**src/rtl/reg_pkg.sv**
```systemverilog
`default_nettype none
// ============================================================================
//  Module      : reg_pkg
//  Description : Shared state encodings and widths for the register-slice library.
//  Revision    : 1.0
// ============================================================================
package reg_pkg;

    typedef logic [1:0] rs_state_t;

    localparam rs_state_t RS_EMPTY = 2'd0;
    localparam rs_state_t RS_BUSY  = 2'd1;
    localparam rs_state_t RS_FULL  = 2'd2;

    localparam int REG_SLICE_CNT_W = 16;

endpackage : reg_pkg
`default_nettype wire

```
**src/rtl/reg_w_en_arn.sv**
```systemverilog
`default_nettype none
// ============================================================================
//  Module      : reg_w_en_arn
//  Description : WIDTH-bit load-enabled register with async active-low clear.
//  Revision    : 1.0
// ============================================================================
module reg_w_en_arn #(
    parameter int WIDTH = 32
) (
    input  logic             clk,
    input  logic             rst_n,
    input  logic             en_i,
    input  logic [WIDTH-1:0] d_i,
    output logic [WIDTH-1:0] q_o
);

    logic [WIDTH-1:0] data_q;

    always_ff @(posedge clk or negedge rst_n) begin
        if (!rst_n) begin
            data_q <= '0;
        end else if (en_i) begin
            data_q <= d_i;
        end
    end

    assign q_o = data_q;

endmodule : reg_w_en_arn
`default_nettype wire

```
**src/rtl/reg_slice_skid.sv**
```systemverilog
`default_nettype none
// ============================================================================
//  Module      : reg_slice_skid
//  Description : Two-entry valid/ready skid slice; in_ready and out_valid are
//                flop outputs. Optional xfer_cnt port with REG_SLICE_STAT_EN.
//  Revision    : 1.0
// ============================================================================
module reg_slice_skid
    import reg_pkg::*;
#(
    parameter int WIDTH = 32
) (
    input  logic             clk,
    input  logic             rst_n,
    input  logic [WIDTH-1:0] in_data,
    input  logic             in_valid,
    output logic             in_ready,
    output logic [WIDTH-1:0] out_data,
    output logic             out_valid,
    input  logic             out_ready
`ifdef REG_SLICE_STAT_EN
    ,
    output logic [REG_SLICE_CNT_W-1:0] xfer_cnt
`endif
);

    rs_state_t        state_q;
    rs_state_t        state_d;
    logic             in_ready_q;
    logic             out_valid_q;
    logic [WIDTH-1:0] skid_q;

    logic             w_in_fire;
    logic             w_out_fire;
    logic             w_main_en;
    logic [WIDTH-1:0] w_main_d;
    logic             w_skid_en;

    assign w_in_fire  = in_valid & in_ready_q;
    assign w_out_fire = out_valid_q & out_ready;

    always_comb begin
        state_d   = state_q;
        w_main_en = 1'b0;
        w_main_d  = in_data;
        w_skid_en = 1'b0;
        case (state_q)
            RS_EMPTY: begin
                if (w_in_fire) begin
                    w_main_en = 1'b1;
                    state_d   = RS_BUSY;
                end
            end
            RS_BUSY: begin
                if (w_in_fire && w_out_fire) begin
                    w_main_en = 1'b1;
                end else if (w_in_fire) begin
                    w_skid_en = 1'b1;
                    state_d   = RS_FULL;
                end else if (w_out_fire) begin
                    state_d   = RS_EMPTY;
                end
            end
            RS_FULL: begin
                // in_ready is low here, so only the drain side can move.
                if (w_out_fire) begin
                    w_main_en = 1'b1;
                    w_main_d  = skid_q;
                    state_d   = RS_BUSY;
                end
            end
            default: begin
                state_d = RS_EMPTY;
            end
        endcase
    end

    // Handshake flags are precomputed from the next state so both ports stay flop-driven.
    always_ff @(posedge clk or negedge rst_n) begin
        if (!rst_n) begin
            state_q     <= RS_EMPTY;
            in_ready_q  <= 1'b1;
            out_valid_q <= 1'b0;
        end else begin
            state_q     <= state_d;
            in_ready_q  <= (state_d != RS_FULL);
            out_valid_q <= (state_d != RS_EMPTY);
        end
    end

    reg_w_en_arn #(
        .WIDTH (WIDTH)
    ) u_main_reg (
        .clk   (clk),
        .rst_n (rst_n),
        .en_i  (w_main_en),
        .d_i   (w_main_d),
        .q_o   (out_data)
    );

    reg_w_en_arn #(
        .WIDTH (WIDTH)
    ) u_skid_reg (
        .clk   (clk),
        .rst_n (rst_n),
        .en_i  (w_skid_en),
        .d_i   (in_data),
        .q_o   (skid_q)
    );

    assign in_ready  = in_ready_q;
    assign out_valid = out_valid_q;

`ifdef REG_SLICE_STAT_EN
    logic [REG_SLICE_CNT_W-1:0] cnt_q;

    always_ff @(posedge clk or negedge rst_n) begin
        if (!rst_n) begin
            cnt_q <= '0;
        end else if (w_in_fire) begin
            cnt_q <= cnt_q + REG_SLICE_CNT_W'(1);
        end
    end

    assign xfer_cnt = cnt_q;
`endif

endmodule : reg_slice_skid
`default_nettype wire
```
**config.mk**
```make
export PLATFORM = sky130hd
export DESIGN_NAME = reg_slice_skid
export DESIGN_NICKNAME = d
export VERILOG_FILES = /design/src/rtl/reg_pkg.sv /design/src/rtl/reg_w_en_arn.sv /design/src/rtl/reg_slice_skid.sv
export SDC_FILE = /design/constraint.sdc
export NUM_CORES = 1
export LEC_CHECK = 0
export ABC_AREA = 1
export CORE_ASPECT_RATIO = 0.5
export CORE_MARGIN = 5
export CORE_UTILIZATION = 50
export DETAILED_ROUTE_END_ITERATION = 6
export GPL_ROUTABILITY_DRIVEN = 0
export PLACE_DENSITY_LB_ADDON = 0.2
export SLEW_MARGIN = 20
export SYNTH_ARGS = -nofsm -noshare
export SYNTH_HDL_FRONTEND = slang
export SYNTH_SLANG_ARGS = --single-unit
export TNS_END_PERCENT = 20
```
**constraint.sdc**
```tcl
create_clock -name clk -period 1.85 [get_ports clk]
set_clock_uncertainty 0.2 [all_clocks]
set_input_delay 0.185 -clock clk [delete_from_list [all_inputs] [get_ports clk]]
set_output_delay 0.185 -clock clk [all_outputs]
set_load 0.02 [all_outputs]
```
==> reports/results.ini <==
[cells_and_area]
final_common_cell = nand2_1
fin_util = 0.706
area_growth_pct = 37.3
fillers = 471
final_cell_mix = nand2_1 (202), nand3_1 (96), clkdlybuf4s50_1 (67), dfrtp_1 (67), buf_4 (15)
nets = 512
final_layout_size_suffix_gt1_frac = 0.0748
diodes = 0
stdcell_count = 569

[sta]
finalMaxSlewViolations = 0
setup_ws_ps = 151
rsz0062_at_grt = false
setup_viol = 0
final.setup.tns_ps = 0
slew_headroom = 0.757
finalHoldViolCount = 0
fmax_ghz = 0.588
worstMarginPinSlew_ps = 365
fin_crit_sh = 0.919
period_needed_ps = 1700

[global_routing]
grt_overflow = 0
grt_pass1_vias = 2963
antenna_found_initial = 0
grt_usage = 0.227
grt_max_degree = 69
grt_pass1_wl_mm = 14.3

[pwr]
pwr-share-clk = 0.248
seq_power_share = 0.348
swShare = 0.372
p_leak_nw = 2.24
irDropWorstVdd_uv = 734
powerDensity_nw_per_um2 = 1730
power_switching_mw = 2.75
combinationalPowerShare = 0.404
p_int_mw = 4.64

[drt]
first_pass_iters = 5
drc = 0
routed_wl_mm = 8.34
wl_per_cell_microns = 14.7
vias = 2977
vias_per_cell = 5.23
initialDrtViolationCount = 314
ant_nets = 0

[setup_path]
arrival_ps = 1310
slowest_stage = clkdlybuf4s50_1
crit_buf_inv = 1
start_kind = register
slowest_delay_ps = 630
end_kind = output pin
cp_top_family = buffers and inverters
worst_r2r_endpoint = u_main_reg.q_o[5]
r2r_slack_ps = 200
ff2ff_path_depth = 7
cp.depth = 1
cp.required_ps = 1460
crit-reg2reg-launch = in_ready
path_cells = clkdlybuf4s50_1
path_class = reg2out
worstPathMaxFanout = 2

[synth]
synth.cell_area_sq_um = 3110
yosysTopAreaCell = dfrtp_1
synthCells = 406
synth_seq_cells = 68
synthesis.nets = 442
synth_warnings = 0
synth.top_cell.area_share = 0.539
ys_types = 12
avgSynthCellArea_sq_um = 7.67
synthTopCellsByArea = dfrtp_1 (54%), nand2_1 (24%), nand3_1 (15%)
synth.yosys.seq_area_share = 0.547

[die]
start_util = 0.514
die_w_microns = 122
row_count = 20
die_h_microns = 65.8
ios = 70
core_sq_um = 6060
die-area_sq_um = 8000

[placed_design]
portBuffers = 69
placed_cells = 552
dp_slack_ps = 94.6
dp_hpwl_mm = 5.60

[clocking]
clk-insertion-delay-late_ps = 320
htree_levels = 3
numCtsBuffers = 9
cts_sinks = 68
cts_max_path_buffers = 2
cts_root_buffer = clkbuf_16
cts_tree = built
post_cts_buffers = 0
clkTransAtPathRegs_ps = 60

[job]
drv_cap = 0

[status]
status = finished, final reports clean

[min_path]
hold_path_class = in2async

[power groups by stage]
stage               clock network [mW]  registers [mW]  logic, mW
floorplan                            0            2.96       1.27
global placement                     0            2.55       2.87
detailed placement                   0            2.58       2.98
CTS                               1.85            2.57       3.00
global route                      1.93            2.66       3.28
finish                            1.83            2.57       2.99
[timing repair]
item,in CTS,in global routing
gates resized for setup,0,1
hold buffers,1,0
endpoints found under the setup margin,0,1
hold endpoints to repair,68,0
[synth_stat cells]
cell type,number
buf_1,4
nor2_1,2
inv_1,6
dfrtp_1,67
nand2_1,203
dfstp_2,1
nor2_2,2
o21ai_0,1
nand3_1,96
buf_4,2
clkbuf_1,16
buf_2,6
[cell families after synthesis]
group	synth area share
buffers and inverters	0.0458
AOI/OAI and AO/OA	0.00161
DFF	0.547
and+or+nand+nor	0.406
[worst max-delay path by stage]
stage / start / to / slack [ps]
after floorplan: in_ready / u_main_reg.q_o[0] / 140
after global placement: out_ready / u_main_reg.q_o[5] / 140
after detailed placement: in_valid / u_main_reg.q_o[13] / 90
after CTS: in_ready / in_ready / 10
after global routing: in_ready / u_main_reg.q_o[31] / 80
final: u_main_reg.q_o[1] / out_data[1] / 150
[routing by layer]
layer  global-route usage  vias to the layer above  part of all wire
met2                0.380                      107              0.49
met5                    0                        -                 0
met3               0.0692                       12             0.068
met4               0.0587                        0             0.011
met1                0.291                     1424              0.43
li1                     -                     1434                 -
[metrics by stage]
| stage | hold slack [ps] | instance area (sq um) | total power, mW |
|---|---|---|---|
| floorplan | -311 | 3110 | 4.23 |
| global placement | 23.8 | 3940 | 5.42 |
| detailed placement | 33.2 | 3940 | 5.56 |
| CTS | 222 | 4270 | 7.42 |
| global route | 280 | 4280 | 7.87 |
| finish | 210 | 4280 | 7.39 |
[layout make-up]
type                    count  area, sq um  area share
flip-flops and latches     68         1700       0.398
repair buffers             87          851       0.199
multi-input cells         304         1270       0.297
well taps                  88          110      0.0258
clock buffers              12          246      0.0577
clock inverters             4         72.6      0.0170
inverters                   6         22.5     0.00527
[registers in the layout, summed over array words and instances (netlist names)]
name	flops
u_main_reg.q_o	32
u_skid_reg.q_o	32
state_q	2
in_ready	1
out_valid	1
Power figures use the tool's default switching activity.
